$ cat config.mk
export PLATFORM = sky130hd
export DESIGN_NAME = dmac_cmd_arbiter_flat
export DESIGN_NICKNAME = d
export VERILOG_FILES = /design/src/rtl/dmac_pkg.sv /design/src/rtl/dmac_cmd_arbiter_if.sv /design/src/rtl/dmac_rr_arbiter.sv /design/src/rtl/dmac_cmd_arbiter.sv /design/src/flat_wrapper.sv
export SDC_FILE = /design/constraint.sdc
export NUM_CORES = 1
export LEC_CHECK = 0
export ABC_AREA = 1
export CORE_AREA = 2 2 370 372
export DETAILED_ROUTE_END_ITERATION = 16
export DIE_AREA = 0 0 372 374
export GPL_TIMING_DRIVEN = 0
export PLACE_DENSITY = 0.44
export SKIP_CTS_REPAIR_TIMING = 1
export SYNTH_ARGS = -nofsm -noshare
export SYNTH_HDL_FRONTEND = slang
export SYNTH_SLANG_ARGS = --single-unit
$ cat constraint.sdc
create_clock -name clk -period 4.03 [get_ports clk]
set_input_delay 1.0075 -clock clk [delete_from_list [all_inputs] [get_ports clk]]
set_output_delay 1.0075 -clock clk [all_outputs]
set_load 0.05 [all_outputs]
$ cat src/rtl/dmac_pkg.sv
// Shared DMA controller types: command descriptor and AXI field widths.
package dmac_pkg;

  localparam int unsigned DMAC_ADDR_WD = 32;
  localparam int unsigned BURST_BITS   = 2;
  localparam int unsigned SIZE_BITS    = 3;

  typedef struct packed {
    logic [DMAC_ADDR_WD-1:0] src_addr;
    logic [DMAC_ADDR_WD-1:0] dst_addr;
    logic [DMAC_ADDR_WD-1:0] len;
    logic [BURST_BITS-1:0]   burst;
    logic [SIZE_BITS-1:0]    size;
  } dmac_cmd_t;

  typedef enum logic [0:0] {StIdle, StHold} arb_state_e;

endpackage

$ cat src/rtl/dmac_cmd_arbiter_if.sv
// Requester, controller-command and completion signals of the command arbiter.
interface dmac_cmd_arbiter_if #(
  parameter int unsigned ADDR_WD         = 32,
  parameter int unsigned CHANNEL_COUNT   = 8,
  parameter int unsigned MAX_OUTSTANDING = 4
);
  localparam int unsigned CH_WD  = $clog2(CHANNEL_COUNT);
  localparam int unsigned OUT_WD = $clog2(MAX_OUTSTANDING) + 1;

  logic [CHANNEL_COUNT-1:0]              req_valid;
  logic [CHANNEL_COUNT-1:0][ADDR_WD-1:0] req_src_addr;
  logic [CHANNEL_COUNT-1:0][ADDR_WD-1:0] req_dst_addr;
  logic [CHANNEL_COUNT-1:0][ADDR_WD-1:0] req_len;
  logic [CHANNEL_COUNT-1:0][1:0]         req_burst;
  logic [CHANNEL_COUNT-1:0][2:0]         req_size;
  logic [CHANNEL_COUNT-1:0]              req_ready;
  logic [CHANNEL_COUNT-1:0]              ch_enable;

  logic               cmd_valid;
  logic [ADDR_WD-1:0] cmd_src_addr;
  logic [ADDR_WD-1:0] cmd_dst_addr;
  logic [ADDR_WD-1:0] cmd_len;
  logic [1:0]         cmd_burst;
  logic [2:0]         cmd_size;
  logic [CH_WD-1:0]   cmd_channel;
  logic               cmd_ready;

  logic              xfer_done;
  logic              done_valid;
  logic [CH_WD-1:0]  done_channel;
  logic [OUT_WD-1:0] outstanding;
  logic              err_spurious;

  modport master (
    input  req_valid, req_src_addr, req_dst_addr, req_len, req_burst, req_size, ch_enable,
    input  cmd_ready, xfer_done,
    output req_ready, cmd_valid, cmd_src_addr, cmd_dst_addr, cmd_len, cmd_burst, cmd_size,
    output cmd_channel, done_valid, done_channel, outstanding, err_spurious
  );

  modport slave (
    output req_valid, req_src_addr, req_dst_addr, req_len, req_burst, req_size, ch_enable,
    output cmd_ready, xfer_done,
    input  req_ready, cmd_valid, cmd_src_addr, cmd_dst_addr, cmd_len, cmd_burst, cmd_size,
    input  cmd_channel, done_valid, done_channel, outstanding, err_spurious
  );

endinterface

$ cat src/rtl/dmac_rr_arbiter.sv
// Round-robin arbiter: combinational one-hot grant, pointer advances when en_i strobes.
module dmac_rr_arbiter #(
  parameter int unsigned CHANNEL_COUNT = 8,
  localparam int unsigned CH_WD        = $clog2(CHANNEL_COUNT)
) (
  input  logic                     clk,
  input  logic                     rst,
  input  logic [CHANNEL_COUNT-1:0] req_i,
  input  logic                     en_i,
  output logic [CHANNEL_COUNT-1:0] gnt_o,
  output logic [CH_WD-1:0]         gnt_idx_o
);

  logic [CH_WD-1:0] last_q, last_d;
  logic             found;
  int unsigned      cand;

  // Search starts one past the last winner so every channel gets a turn.
  always_comb begin
    gnt_o     = '0;
    gnt_idx_o = '0;
    found     = 1'b0;
    cand      = 0;
    for (int unsigned off = 1; off <= CHANNEL_COUNT; off++) begin
      cand = (32'(last_q) + off) % CHANNEL_COUNT;
      if (!found && req_i[cand[CH_WD-1:0]]) begin
        found                    = 1'b1;
        gnt_o[cand[CH_WD-1:0]]   = 1'b1;
        gnt_idx_o                = cand[CH_WD-1:0];
      end
    end
    last_d = (en_i && found) ? gnt_idx_o : last_q;
  end

  always_ff @(posedge clk) begin
    if (rst) begin
      last_q <= CH_WD'(CHANNEL_COUNT - 1);
    end else begin
      last_q <= last_d;
    end
  end

endmodule

$ cat src/rtl/dmac_cmd_arbiter.sv
// Shares the DMA command port among requesters and routes completions back via a tag FIFO.
module dmac_cmd_arbiter
  import dmac_pkg::*;
#(
  parameter int unsigned ADDR_WD         = 32,
  parameter int unsigned CHANNEL_COUNT   = 8,
  parameter int unsigned MAX_OUTSTANDING = 4
) (
  input logic         clk,
  input logic         rst,
  dmac_cmd_arbiter_if.master bus
);

  localparam int unsigned CH_WD  = $clog2(CHANNEL_COUNT);
  localparam int unsigned PTR_WD = $clog2(MAX_OUTSTANDING);
  localparam int unsigned OUT_WD = PTR_WD + 1;

  arb_state_e        state_q;
  dmac_cmd_t         cmd_q;
  logic [CH_WD-1:0]  cmd_ch_q;
  logic [CH_WD-1:0]  tag_q [MAX_OUTSTANDING];
  logic [PTR_WD-1:0] wr_ptr_q, rd_ptr_q;
  logic [OUT_WD-1:0] count_q;
  logic              done_valid_q;
  logic [CH_WD-1:0]  done_ch_q;
  logic              err_q;

  logic                     full, can_grant, push, pop;
  logic [CHANNEL_COUNT-1:0] arb_req, gnt;
  logic [CH_WD-1:0]         gnt_idx;

  assign full      = (count_q == OUT_WD'(MAX_OUTSTANDING));
  assign can_grant = (state_q == StIdle) && !full;
  assign arb_req   = can_grant ? (bus.req_valid & bus.ch_enable) : '0;
  assign push      = (state_q == StHold) && bus.cmd_ready;
  assign pop       = bus.xfer_done && (count_q != '0);

  dmac_rr_arbiter #(
    .CHANNEL_COUNT(CHANNEL_COUNT)
  ) u_rr (
    .clk      (clk),
    .rst      (rst),
    .req_i    (arb_req),
    .en_i     (can_grant),
    .gnt_o    (gnt),
    .gnt_idx_o(gnt_idx)
  );

  always_ff @(posedge clk) begin
    if (rst) begin
      state_q      <= StIdle;
      cmd_q        <= '0;
      cmd_ch_q     <= '0;
      wr_ptr_q     <= '0;
      rd_ptr_q     <= '0;
      count_q      <= '0;
      done_valid_q <= 1'b0;
      done_ch_q    <= '0;
      err_q        <= 1'b0;
    end else begin
      unique case (state_q)
        StIdle: begin
          if (gnt != '0) begin
            state_q        <= StHold;
            cmd_ch_q       <= gnt_idx;
            cmd_q.src_addr <= DMAC_ADDR_WD'(bus.req_src_addr[gnt_idx]);
            cmd_q.dst_addr <= DMAC_ADDR_WD'(bus.req_dst_addr[gnt_idx]);
            cmd_q.len      <= DMAC_ADDR_WD'(bus.req_len[gnt_idx]);
            cmd_q.burst    <= bus.req_burst[gnt_idx];
            cmd_q.size     <= bus.req_size[gnt_idx];
          end
        end
        StHold: begin
          if (bus.cmd_ready) state_q <= StIdle;
        end
        default: state_q <= StIdle;
      endcase

      if (push) wr_ptr_q <= wr_ptr_q + 1'b1;
      if (pop)  rd_ptr_q <= rd_ptr_q + 1'b1;
      case ({push, pop})
        2'b10:   count_q <= count_q + 1'b1;
        2'b01:   count_q <= count_q - 1'b1;
        default: count_q <= count_q;
      endcase

      done_valid_q <= pop;
      if (pop) done_ch_q <= tag_q[rd_ptr_q];
      if (bus.xfer_done && (count_q == '0)) err_q <= 1'b1;
    end
  end

  // Tag storage needs no reset; the pointers define what is valid.
  always_ff @(posedge clk) begin
    if (push) tag_q[wr_ptr_q] <= cmd_ch_q;
  end

  assign bus.req_ready    = gnt;
  assign bus.cmd_valid    = (state_q == StHold);
  assign bus.cmd_src_addr = ADDR_WD'(cmd_q.src_addr);
  assign bus.cmd_dst_addr = ADDR_WD'(cmd_q.dst_addr);
  assign bus.cmd_len      = ADDR_WD'(cmd_q.len);
  assign bus.cmd_burst    = cmd_q.burst;
  assign bus.cmd_size     = cmd_q.size;
  assign bus.cmd_channel  = cmd_ch_q;
  assign bus.done_valid   = done_valid_q;
  assign bus.done_channel = done_ch_q;
  assign bus.outstanding  = count_q;
  assign bus.err_spurious = err_q;

endmodule
$ cat src/flat_wrapper.sv
// flat-port wrapper written by rule: the top's interface ports become plain ports
module dmac_cmd_arbiter_flat import dmac_pkg::*;
#(
  parameter int unsigned ADDR_WD         = 32,
  parameter int unsigned CHANNEL_COUNT   = 8,
  parameter int unsigned MAX_OUTSTANDING = 4
)
  (clk, rst, bus_req_valid, bus_req_src_addr, bus_req_dst_addr, bus_req_len, bus_req_burst, bus_req_size, bus_ch_enable, bus_cmd_ready, bus_xfer_done, bus_req_ready, bus_cmd_valid, bus_cmd_src_addr, bus_cmd_dst_addr, bus_cmd_len, bus_cmd_burst, bus_cmd_size, bus_cmd_channel, bus_done_valid, bus_done_channel, bus_outstanding, bus_err_spurious);
  dmac_cmd_arbiter_if #(.ADDR_WD(ADDR_WD), .CHANNEL_COUNT(CHANNEL_COUNT), .MAX_OUTSTANDING(MAX_OUTSTANDING)) bus_i ();
  input logic clk;
  input logic rst;
  input wire logic [$bits(bus_i.req_valid)-1:0] bus_req_valid;
  input wire logic [$bits(bus_i.req_src_addr)-1:0] bus_req_src_addr;
  input wire logic [$bits(bus_i.req_dst_addr)-1:0] bus_req_dst_addr;
  input wire logic [$bits(bus_i.req_len)-1:0] bus_req_len;
  input wire logic [$bits(bus_i.req_burst)-1:0] bus_req_burst;
  input wire logic [$bits(bus_i.req_size)-1:0] bus_req_size;
  input wire logic [$bits(bus_i.ch_enable)-1:0] bus_ch_enable;
  input wire logic [$bits(bus_i.cmd_ready)-1:0] bus_cmd_ready;
  input wire logic [$bits(bus_i.xfer_done)-1:0] bus_xfer_done;
  output wire logic [$bits(bus_i.req_ready)-1:0] bus_req_ready;
  output wire logic [$bits(bus_i.cmd_valid)-1:0] bus_cmd_valid;
  output wire logic [$bits(bus_i.cmd_src_addr)-1:0] bus_cmd_src_addr;
  output wire logic [$bits(bus_i.cmd_dst_addr)-1:0] bus_cmd_dst_addr;
  output wire logic [$bits(bus_i.cmd_len)-1:0] bus_cmd_len;
  output wire logic [$bits(bus_i.cmd_burst)-1:0] bus_cmd_burst;
  output wire logic [$bits(bus_i.cmd_size)-1:0] bus_cmd_size;
  output wire logic [$bits(bus_i.cmd_channel)-1:0] bus_cmd_channel;
  output wire logic [$bits(bus_i.done_valid)-1:0] bus_done_valid;
  output wire logic [$bits(bus_i.done_channel)-1:0] bus_done_channel;
  output wire logic [$bits(bus_i.outstanding)-1:0] bus_outstanding;
  output wire logic [$bits(bus_i.err_spurious)-1:0] bus_err_spurious;
  assign bus_i.req_valid = bus_req_valid;
  assign bus_i.req_src_addr = bus_req_src_addr;
  assign bus_i.req_dst_addr = bus_req_dst_addr;
  assign bus_i.req_len = bus_req_len;
  assign bus_i.req_burst = bus_req_burst;
  assign bus_i.req_size = bus_req_size;
  assign bus_i.ch_enable = bus_ch_enable;
  assign bus_i.cmd_ready = bus_cmd_ready;
  assign bus_i.xfer_done = bus_xfer_done;
  assign bus_req_ready = bus_i.req_ready;
  assign bus_cmd_valid = bus_i.cmd_valid;
  assign bus_cmd_src_addr = bus_i.cmd_src_addr;
  assign bus_cmd_dst_addr = bus_i.cmd_dst_addr;
  assign bus_cmd_len = bus_i.cmd_len;
  assign bus_cmd_burst = bus_i.cmd_burst;
  assign bus_cmd_size = bus_i.cmd_size;
  assign bus_cmd_channel = bus_i.cmd_channel;
  assign bus_done_valid = bus_i.done_valid;
  assign bus_done_channel = bus_i.done_channel;
  assign bus_outstanding = bus_i.outstanding;
  assign bus_err_spurious = bus_i.err_spurious;
  dmac_cmd_arbiter #(.ADDR_WD(ADDR_WD), .CHANNEL_COUNT(CHANNEL_COUNT), .MAX_OUTSTANDING(MAX_OUTSTANDING)) u_core (.clk(clk), .rst(rst), .bus(bus_i));
endmodule
Word level (Yosys, flattened, before mapping) --
Memory sizes are Yosys's and may differ from the RTL's. A register that Yosys moved wholly into a read port is not among the register bits. Index checks and enable logic that the tools add are counted.
Operators by class: equal/unequal tests 3, multiplexer cells 73, bitwise logic cells 9, reductions and logical operators 33, $add $sub $neg 12, magnitude comparators 17
Operators by type and width (number):
- binary-select mux 32 bit (select 3 bit) | 3
- 2-to-1 mux 32 bit | 3
- 2-to-1 mux 8 bit | 9
- bitwise OR 8 bit | 7
- less-than comparator 3 x 4 -> 1 bit, second input constant | 9
- 2-to-1 mux 1 bit | 28
- 2-to-1 mux 3 bit | 9
- binary-select mux 1 bit (select 3 bit) | 8
- demux 1 bit (select 3 bit) | 8
- greater-or-equal comparator 3 x 1 -> 1 bit, second input constant | 8
- logical AND 1 bit | 20
- adder 3 bit, second input constant | 4
- adder 3 x 1 -> 3 bit, second input constant | 3
- binary-select mux 3 bit (select 3 bit) | 1
- AND 8 bit | 1
- logical NOT 1 bit | 8
- nonzero test 8 bit | 1
- adder 3 x 2 -> 3 bit, second input constant | 2
- binary-select mux 2 bit (select 3 bit) | 1
- one-hot mux 3 bit (2 select lines) | 1
- adder 2 x 1 -> 2 bit, second input constant | 2
- equality test 3 bit, second input constant | 1
- logical NOT 3 bit | 1
- nonzero test 3 bit | 1
- 8 further kinds | 8
Storage, ports and cells: memories 1, bits in writable memories 12, register bits 117, logic and storage cells 161, input port bits 828, output and inout port bits 121
Memory list:
- u_core.tag_q | depth 4, width 3, rd ports 1, clocked after memory_dff 1, wr ports 1, RTL line dmac_cmd_arbiter.sv:21 | logic [CH_WD-1:0] tag_q [MAX_OUTSTANDING];

Logic depth before layout (Yosys ltp) --
Gate-level depths: netlist of run 1.
depth in word-level cells 31, mapped depth 29, depth with buffers taken out 23

Cells and area by module --
From an unflattened synthesis of run 1, not the netlist that was laid out.
Unflattened totals: cell total of the unflattened synthesis 2863, area total of the unflattened synthesis 14581.5 um2
Modules (own cells, without submodules):
- dmac_cmd_arbiter | area an instance 12954.9 um2, times used 1, cells an instance 2557, seq. area each 2702.6 um2
- dmac_rr_arbiter | area an instance 1626.6 um2, times used 1, cells an instance 306, seq. area each 60.1 um2

Worst setup path after synthesis of run 1 --
Ideal clock, no wire load.
path type register to output, start point reg u_core.u_rr.last_q[0], end point out bus_req_ready[3], cell stages (with the launch flop) 19, data required time 3023 ps, path slack 110 ps, buffers on the path 5, arrival time 2913 ps, path through dfxtp_1 -> buf_4 -> inv_2 -> buf_2 -> buf_2 -> ha_1 -> buf_2 -> inv_1 -> nand3_1 -> nand3_2 -> nand2_4 -> nor2_4 -> nand4_4 -> nor2_4 -> nand3_2 -> buf_6 -> nor2_1 -> nor2_1 -> inv_1
Between the ends: cells in the longest elaborated chain, start to end 25, elaborated cells between the ends (all ways) 100, those cells by class add/sub: 8; order compare: 16; mux: 47; bitwise: 7; reduce/logical: 22
Ends and longest elaborated chain:
- start, declared | RTL line dmac_rr_arbiter.sv:14 | logic [CH_WD-1:0] last_q, last_d;
- start signal, assigned | RTL line dmac_rr_arbiter.sv:37 | last_q <= CH_WD'(CHANNEL_COUNT - 1);
- start signal, assigned | RTL line dmac_rr_arbiter.sv:39 | last_q <= last_d;
- parallel branches: the longest is 24 deep, another holds less-than comparator 3 x 4 -> 1 bit
- 2-to-1 mux 8 bit (*) | RTL line dmac_rr_arbiter.sv:26 | if (!found && req_i[cand[CH_WD-1:0]]) begin
- end, declared | RTL line flat_wrapper.sv:21 | output wire logic [$bits(bus_i.req_ready)-1:0] bus_req_ready;
Mark *: on every way between the ends. The select of a mux whose other input is x is not followed.

Worst setup path in the final report of run 1 --
start point reg u_core.u_rr.last_q[0], end point out bus_req_ready[7]
Same word-level chain as after synthesis.

==> results of run 1 <==
[layer usage]
metal	wire, um	global-route usage	part of all wire
met1	64310	0.2629	0.39
met2	83300	0.4059	0.51
met3	11140	0.04461	0.068
met4	6007	0.07707	0.036
met5	118	0	0.00072
[per-stage QoR]
step	setup TNS, ns	util	setup slack [ns]	hold WS (ns)	cell area [um^2]
after floorplan	0	-	0.1099	0.4904	16160
after global placement	-179.00	0.2065	-2.209	0.4510	27880
after detailed placement	-172.14	0.2065	-2.114	0.4530	27880
after CTS	-178.77	0.2108	-2.150	0.4667	28440
after global routing	-3.553	0.2243	-0.3822	0.4931	30270
final	-1.739	0.2245	-0.2540	0.4741	30300
[cell type report]
class	count	area [um^2]	area share
Timing Repair Buffer	998	9966	0.3289
Sequential cell	132	2768	0.09134
Clock inverter	15	143.9	0.004749
Clock buffer	17	425.4	0.01404
Inverter	379	1451	0.04790
Antenna cell	26	65.06	0.002147
Tap cell	1781	2228	0.07355
Multi-Input combinational cell	2196	11070	0.3654
Buffer	261	2180	0.07194
[worst register-to-register path, delay by kind of cell (launching register included)]
family                   cells  cell delay [ns]
flip-flops                   1             0.34
adder cells (fa/ha/maj)      1             0.26
buffers and inverters       11             1.69
AND/OR/NAND/NOR             10             1.26
AO/OA/AOI/OAI                2             0.45
[cell usage after synthesis (2+ instances only)]
library cell and count:
clkbuf_1 29, a31oi_1 3, nand2_4 3, nand3_1 1270, buf_4 27, nand2_2 7
buf_1 4, nor2_4 6, nand3_2 6, inv_2 18, nor3_1 19, o21ai_1 2
o21ai_2 2, inv_1 349, nand4_1 21, a21oi_1 10, buf_6 58, nand4_2 2
dfxtp_1 120, buf_2 143, ha_1 11, nand2_1 722, edfxtp_1 12, o21ai_0 21
nor2_1 77, clkinv_1 11
[registers in the layout (all words and copies together) (netlist names)]
register                 count
u_core.bus.cmd_dst_addr     32
u_core.rd_ptr_q              2
u_core.bus.cmd_valid         1
u_core.bus.cmd_src_addr     32
u_core.bus.outstanding       3
u_core.u_rr.last_q           3
u_core.tag_q                12
u_core.bus.cmd_channel       3
u_core.bus.err_spurious      1
u_core.bus.done_valid        1
u_core.wr_ptr_q              2
u_core.bus.cmd_len          32
u_core.bus.cmd_size          3
u_core.bus.cmd_burst         2
u_core.bus.done_channel      3
[how the worst min path moves through the flow]
| stage | cells past startpoint | to | slack [ns] | from |
|---|---|---|---|---|
| floorplan | 2 | u_core.wr_ptr_q[1] | 0.49 | u_core.wr_ptr_q[1] |
| global placement | 2 | u_core.bus.err_spurious | 0.45 | u_core.bus.err_spurious |
| detailed placement | 2 | u_core.bus.err_spurious | 0.45 | u_core.bus.err_spurious |
| CTS | 2 | u_core.bus.err_spurious | 0.47 | u_core.bus.err_spurious |
| global route | 2 | u_core.bus.err_spurious | 0.49 | u_core.bus.err_spurious |
| finish | 2 | u_core.bus.err_spurious | 0.47 | u_core.bus.err_spurious |
[kinds of logic after synthesis]
family	after synthesis
adder cells (fa/ha/maj)	12
AND/OR/NAND/NOR	2140
flip-flops	132
AO/OA/AOI/OAI	41
buffers and inverters	640
==> metrics, run 1 <==
Crit-path slowest cell dfxtp_2; Post-synth EDFFs 12; FF-to-FF Start u_core.u_rr.last_q[0]; WP buf/inv 10; CP Launch Point u_core.u_rr.last_q[0]; I/O Buffers 948; Fin. Hold Viols 0; Max Clk Rate 233.4 MHz; Core Footprint 135,000 um^2; filler cell count 15,510; TritonCTS clock tree yes; most frequent cells in the layout 1,214 x nand3_1, 924 x clkdlybuf4s50_1, 699 x nand2_1; RSZ-0062 raised after global routing yes; post-synth top area cell nand3_1; Worst-path clk slew 0.07 ns; worst skew pair latency 0.53 ns; Initial Util 0.1197; Net Count, Synth 3,805; All-Layer GR Usage 0.2257; total CTS buffers 17; post-synthesis adder-cell area fraction 0.009757; ys flop type dfxtp_1; share of post-route cells with drive strength above 1 0.1283; clk buf depth 2; top cells by area, synth nand3_1 39%, nand2_1 17%, dfxtp_1 15%; GRT Residual Overflow 0; first-pass GRT wire length 212.2 mm; setup slack, reg-to-reg 0.01 ns; H-tree Lvls 4; top cell type's share of synthesized area 0.3934; Register-to-Register Path Depth 24; Inst Count DP 5,694; DRT Wirelength 164.9 mm; distinct cell type count after synthesis 38; status finished, violations left; Compound-Gate Fraction of Synth Area 0.01417; GPL Wtd Cong 0.9563; crit path to bus_req_ready[7]; fin crit share 1.063; CP peak stage delay 0.34 ns; Core Rows 135; initial antenna violation count 49; Setup violations, final 8; Min Clock Period, post-route 4.284 ns; Hold WC Path Type reg -> reg; mux cell area share after synthesis 0; Synth Warn # 0; Critical Path RT 3.02 ns; largest net degree at the start of global routing 17; Detailed Routing Iterations Pass 1 5; Crit path arrival time 3.28 ns; Chip Height 374 um; number of nets in the layout 4,825; Reg-to-Reg End u_core.bus.cmd_dst_addr[30]; CP Class reg -> out; # IOs 949; Synth Cell Area 16,160 um^2; Cells after Synth 2,965; CP Launch Type register; number of cells on the critical path 19; remaining antenna violation count after routing 0; Slew @ Worst Pin 0.9585 ns; number of remaining DRC errors 0; commonest non-fill, non-tap cell in the layout nand3_1; number of global-route vias before repair 24,430; #FFs+latches synth 132; Post-DP HPWL 135.0 mm; worst-path fanout max 7; Chip Width 372 um; most frequent cell on the critical path buf_8; clk root buf clkbuf_16; Max Cap Viol 0; slew margin rel. 0.3610; vias per cell 4.356; CP delay by family, top buffers and inverters; Fin Clk Skew 0.01657 ns; First DRT Iteration DRCs 1,952; largest family of logic cells by synthesized area simple AND/OR/NAND/NOR gates; clock sink count 132; cell chain of the critical path buf_6 -> inv_8 -> buf_8 -> buf_12 -> ha_4 -> buf_8 -> clkinv_8 -> buf_12 -> nand2_4 -> nand2_4 -> o21ai_4 -> nand4_4 -> nor2_4 -> nand3_4 -> buf_8 -> nor2_4 -> nor2_4 -> inv_2 -> buf_8; failing checks setup timing; Die ar. 139,100 um^2; CP Capture Type primary output; routed vias 25,290; Finished Layout Cells 5,805; syn avg cell area 5.450 um^2; DR WL/cell 28.40 um; register area share after synthesis 0.1710; Area Overhead vs Synth 87.52%; Max Slew Vio Count 0; asr flop ratio synth 0; xor/xnor share of the synthesized area 0; Final WS setup -0.2540 ns; Synth Area in Simple Gates 0.6120
Power of run 1 is not shown: default switching activity piles up to over one toggle a cycle in this logic, so the estimate is an artifact.
==> run 2: changes to the inputs <==
CORE_AREA = 2 2 373 375   (was 2 2 370 372)
DIE_AREA = 0 0 375 377   (was 0 0 372 374)
PLACE_DENSITY = 0.43   (was 0.44)
SYNTH_HIERARCHICAL = 1   (was unset)
==> run 2 against run 1 <==
  * The run still ends with setup timing left
  * Worst setup slack improved by 0.093 ns
  * Clock-buffer cell count did not move
  * Via count decreased by 8.8%
  * Cell area down 2.2%
  * Sequential share of layout area grew 0.21 points
  * Routed wire length fell by 12%
  * Final cell count shrank 1.5%
  * Register-to-register slack lost 0.09 ns
  * First-iteration DRC count shrank 15%
  * Die area increased by 1.6%
  * Fmax grew 2.2%
  * Critical endpoint is now bus_req_ready[2]
  * Worst hold slack gained 0.0054 ns
  * Highest routed layer unchanged
==> metrics, run 2 <==
status finished, violations left; failing checks setup timing; First DRT Iteration DRCs 1,665; clk buf depth 2; worst skew pair latency 0.51 ns; asr flop ratio synth 0; total CTS buffers 17; ys flop type dfxtp_1; Final WS setup -0.1610 ns; WP buf/inv 5; initial antenna violation count 30; Fin. Hold Viols 0; Inst Count DP 5,605; syn avg cell area 5.093 um^2; routed vias 23,050; Critical Path RT 3.02 ns; Die ar. 141,400 um^2; number of nets in the layout 4,733; All-Layer GR Usage 0.1921; Synth Warn # 6; top cells by area, synth nand2_1 29%, dfxtp_1 16%, nand3_1 12%; TritonCTS clock tree yes; DR WL/cell 25.43 um; share of post-route cells with drive strength above 1 0.1416; DRT Wirelength 145.4 mm; RSZ-0062 raised after global routing yes; design area 29,620 um^2; Hold WC Path Type reg -> reg; Synth Cell Area 14,580 um^2; H-tree Lvls 4; GPL Wtd Cong 0.9616; slew margin rel. 0.3736; post-synth top area cell nand2_1; first-pass GRT wire length 185.3 mm; Finished Layout Cells 5,717; Cells after Synth 2,863; Area Overhead vs Synth 103.2%; CP Capture Type primary output; Cell Area, Placed 26,320 um^2; Crit-path slowest cell clkdlybuf4s50_1; CP delay by family, top simple AND/OR/NAND/NOR gates; vias per cell 4.032; distinct cell type count after synthesis 34; Max Clk Rate 238.6 MHz; Worst-path clk slew 0.07 ns; number of remaining DRC errors 0; Post-DP HPWL 117.8 mm; Core Rows 136; CP Launch Type input pin; dpl ws -2.573 ns; largest net degree at the start of global routing 17; Slew @ Worst Pin 0.9397 ns; clock sink count 132; number of global-route vias before repair 22,090; # IOs 949; Post-synth EDFFs 12; worst-path fanout max 6; filler cell count 15,760; remaining antenna violation count after routing 0; register area share after synthesis 0.1895; fin crit share 1.040; Net Count, Synth 3,703; Min Clock Period, post-route 4.191 ns; Setup violations, final 21; GRT Residual Overflow 0; Chip Height 377 um; I/O Buffers 948; CP peak stage delay 0.48 ns; clk root buf clkbuf_16; most common cell in the netlist nand2_1; Max Slew Vio Count 0; commonest cells in the netlist 1,120 x nand2_1, 380 x nor2_1, 355 x nand3_1; top cell type's share of synthesized area 0.2883; commonest non-fill, non-tap cell in the layout nand2_1; Max Cap Viol 0; #FFs+latches synth 132; Initial Util 0.1064; cell chain of the critical path clkdlybuf4s50_1 -> nand2_1 -> nor2_2 -> nand2_2 -> nand3_4 -> nand3_4 -> nand2_4 -> clkinv_4 -> buf_12 -> nor3_4 -> buf_6 -> nand2_2 -> nand2_1 -> nor2_2 -> nand3_2 -> buf_8; CP Class in -> out; Chip Width 375 um; most frequent cells in the layout 1,055 x nand2_1, 940 x clkdlybuf4s50_1, 352 x nor2_1; Crit path arrival time 3.18 ns; Fin Clk Skew 0.01395 ns; Core Footprint 137,000 um^2; Detailed Routing Iterations Pass 1 6
[run 2: tightest hold or removal path, stage by stage, from the launching register on]
cell,delay [ns]
dfxtp_1,0.33
inv_1,0.06
a21oi_1,0.05
[run 2: final cells by class]
cell class | instances | area (um^2) | area share
Antenna cell | 17 | 42.54 | 0.001436
Buffer | 199 | 1735 | 0.05858
Clock buffer | 17 | 425.4 | 0.01436
Clock inverter | 15 | 118.9 | 0.004012
Inverter | 254 | 1026 | 0.03463
Multi-Input combinational cell | 2277 | 10940 | 0.3694
Sequential cell | 132 | 2768 | 0.09342
Tap cell | 1794 | 2245 | 0.07577
Timing Repair Buffer | 1012 | 10320 | 0.3484
[run 2: final timing paths]
check	start	to	slack, ns	cells after the start
worst min-delay path	u_core/bus.err_spurious	u_core/bus.err_spurious	0.48	2
worst max register to register	u_core/u_rr/last_q[0]	u_core/bus.cmd_dst_addr[1]	-0.08	30
worst min register to register	u_core/bus.err_spurious	u_core/bus.err_spurious	0.48	2
worst max-delay path	bus_req_valid[2]	bus_req_ready[2]	-0.16	16
[run 2: layer usage]
metal  track usage  wire [um]  up-vias
li1              -          -    11070
met5             0         60        -
met2        0.3316      70220      965
met1        0.2410      61820    10860
met4       0.06094       4197        8
met3       0.03350       9098      149
[run 2: cell families after synthesis]
group	count (synthesis)	share of synthesized area
and+or+nand+nor	1910	0.5390
DFF	132	0.1895
adders and majority gates	12	0.01081
AOI/OAI and AO/OA	354	0.1228
buffers and inverters	455	0.1380
[run 2: stage by stage]
step           setup TNS (ns)    util  hold slack (ns)
2_1_floorplan               0       -           0.4904
3_3_place_gp          -226.13  0.1921           0.4474
3_5_place_dp          -187.92  0.1922           0.4636
4_1_cts               -189.30  0.1961           0.4748
5_1_grt                -14.42  0.2162           0.5280
6_report               -1.457  0.2163           0.4795
Power of run 2 is left out for the same reason.
==> edit: new RTL, flow settings as in run 2 <==
`CHANNEL_COUNT` is set to 8 in 4 places; all go to 4.
--- a/src/rtl/dmac_cmd_arbiter_if.sv
+++ b/src/rtl/dmac_cmd_arbiter_if.sv
@@ -2,5 +2,5 @@
 interface dmac_cmd_arbiter_if #(
   parameter int unsigned ADDR_WD         = 32,
-  parameter int unsigned CHANNEL_COUNT   = 8,
+  parameter int unsigned CHANNEL_COUNT   = 4,
   parameter int unsigned MAX_OUTSTANDING = 4
 );
--- a/src/rtl/dmac_rr_arbiter.sv
+++ b/src/rtl/dmac_rr_arbiter.sv
@@ -1,5 +1,5 @@
 // Round-robin arbiter: combinational one-hot grant, pointer advances when en_i strobes.
 module dmac_rr_arbiter #(
-  parameter int unsigned CHANNEL_COUNT = 8,
+  parameter int unsigned CHANNEL_COUNT = 4,
   localparam int unsigned CH_WD        = $clog2(CHANNEL_COUNT)
 ) (
--- a/src/rtl/dmac_cmd_arbiter.sv
+++ b/src/rtl/dmac_cmd_arbiter.sv
@@ -4,5 +4,5 @@
 #(
   parameter int unsigned ADDR_WD         = 32,
-  parameter int unsigned CHANNEL_COUNT   = 8,
+  parameter int unsigned CHANNEL_COUNT   = 4,
   parameter int unsigned MAX_OUTSTANDING = 4
 ) (
--- a/src/flat_wrapper.sv
+++ b/src/flat_wrapper.sv
@@ -3,5 +3,5 @@
 #(
   parameter int unsigned ADDR_WD         = 32,
-  parameter int unsigned CHANNEL_COUNT   = 8,
+  parameter int unsigned CHANNEL_COUNT   = 4,
   parameter int unsigned MAX_OUTSTANDING = 4
 )
Ports: changed (10 resized); port bits go from 949 to 531. No check against the original RTL was run, so the function may have changed too.
==> edit against run 2 <==
- final area shrank 36%
- setup slack gained 350 ps
- synthesized area shrank 27%
- critical path type unchanged
- maximum frequency grew 9.2%
- wire length shrank 48%
- clock skew grew 2.8 ps
- critical endpoint is now bus_req_ready[1]
- sequential cell count shrank 7
- utilization shrank 7.9 points
- global-route usage shrank 8.8 points
==> edit: results (changes against run 2) <==
Peak VDD IR - 0.495 mV
Worst path max stage delay - 450 ps (-30 ps)
Synth top cells by count - nand2_1 (768), inv_1 (544), nor2_1 (223)
Reg area - 2580 sq um (-6.7%)
CP arrival - 2830 ps (-350 ps)
WL/cell - 17.1 um (-33%)
# setup viols final - 0 (-100%)
Fraction of layout cells with a size suffix above 1 - 0.0593 (-0.0823)
Post-Synth Adder-Cell Area - 0.0171 (+0.00628)
Port bufs - 530 (-44%)
Net Sw Power - 0.0121 W
Internal reg-to-reg setup slack - 330 ps (+410 ps)
Placed Area - 18,200 sq um (-31%)
Syn_nets - 2,483 (-33%)
Nets@finish - 3,032 (-36%)
Crit path max fanout - 10 (+4)
Initial antenna violation count - 19 (-37%)
Worst r2r dst - u_core/bus.cmd_dst_addr[3]
Clk Latency, worst-skew pair - 530 ps (+20 ps)
Clock Skews - 16.7 ps (+2.76 ps)
Reg2Reg Depth - 17 (-43%)
CTS Buffer Depth - 2 (unchanged)
Library cells used by synthesis - 26 (-24%)
Status - complete, no violations
WL met1 - 34,600 um (-44%)
Critical path launch point - bus_req_valid[3]
First-pass DRT Iterations - 5 (-1)
Part of the Yosys area used for sequential elements - 0.242 (+0.0521)
Clock root buffer - clkbuf_16
Synth async-reset ratio - 0 (unchanged)
Worst Setup EP - bus_req_ready[1]
Detail Route met3 WL - 5590 um (-39%)
Routed via count - 13,400 (-42%)
Synth Area in Compound Gates - 0.0121 (-0.111)
Synth top area cells - nand2_1 (27%), dfxtp_1 (22%), inv_1 (19%), nand3_1 (10%), nor2_1 (7.8%)
First-pass GRT wire length - 101,000 um (-46%)
Post-DP HPWL - 61,200 um (-48%)
DR iter-0 viols - 517 (-69%)
Final hold slack - 456 ps (-23.7 ps)
Detail Route met2 WL - 33,100 um (-53%)
Placer Congestion - 0.875 (-9.0%)
-- edit: routing by layer --
metal | vias to the layer above | track usage
met5 | - | 0
li1 | 6929 | -
met2 | 531 | 0.167
met4 | 2 | 0.0388
met1 | 5851 | 0.133
met3 | 54 | 0.0299
-- edit: metrics by stage --
step           setup TNS (ps)  setup slack (ps)  power (W)  cells
3_5_place_dp           -26850              -746     0.0181   4377
5_1_grt                     0              9.41     0.0213   4409
4_1_cts                 -1820              -343     0.0201   4409
6_report                    0               190     0.0193   4412
2_1_floorplan               0               831     0.0111   2053
3_3_place_gp           -27750              -766     0.0181   4377
-- edit: area by class of cell --
| class | instances | share of cell area |
|---|---|---|
| multi-input cells | 1277 | 0.285 |
| diodes | 3 | 0.000398 |
| inverters | 549 | 0.109 |
| well taps | 1794 | 0.119 |
| clock buffers | 17 | 0.0226 |
| repair buffers | 530 | 0.280 |
| flip-flops and latches | 125 | 0.137 |
| clock inverters | 15 | 0.00988 |
| plain buffers | 102 | 0.0367 |
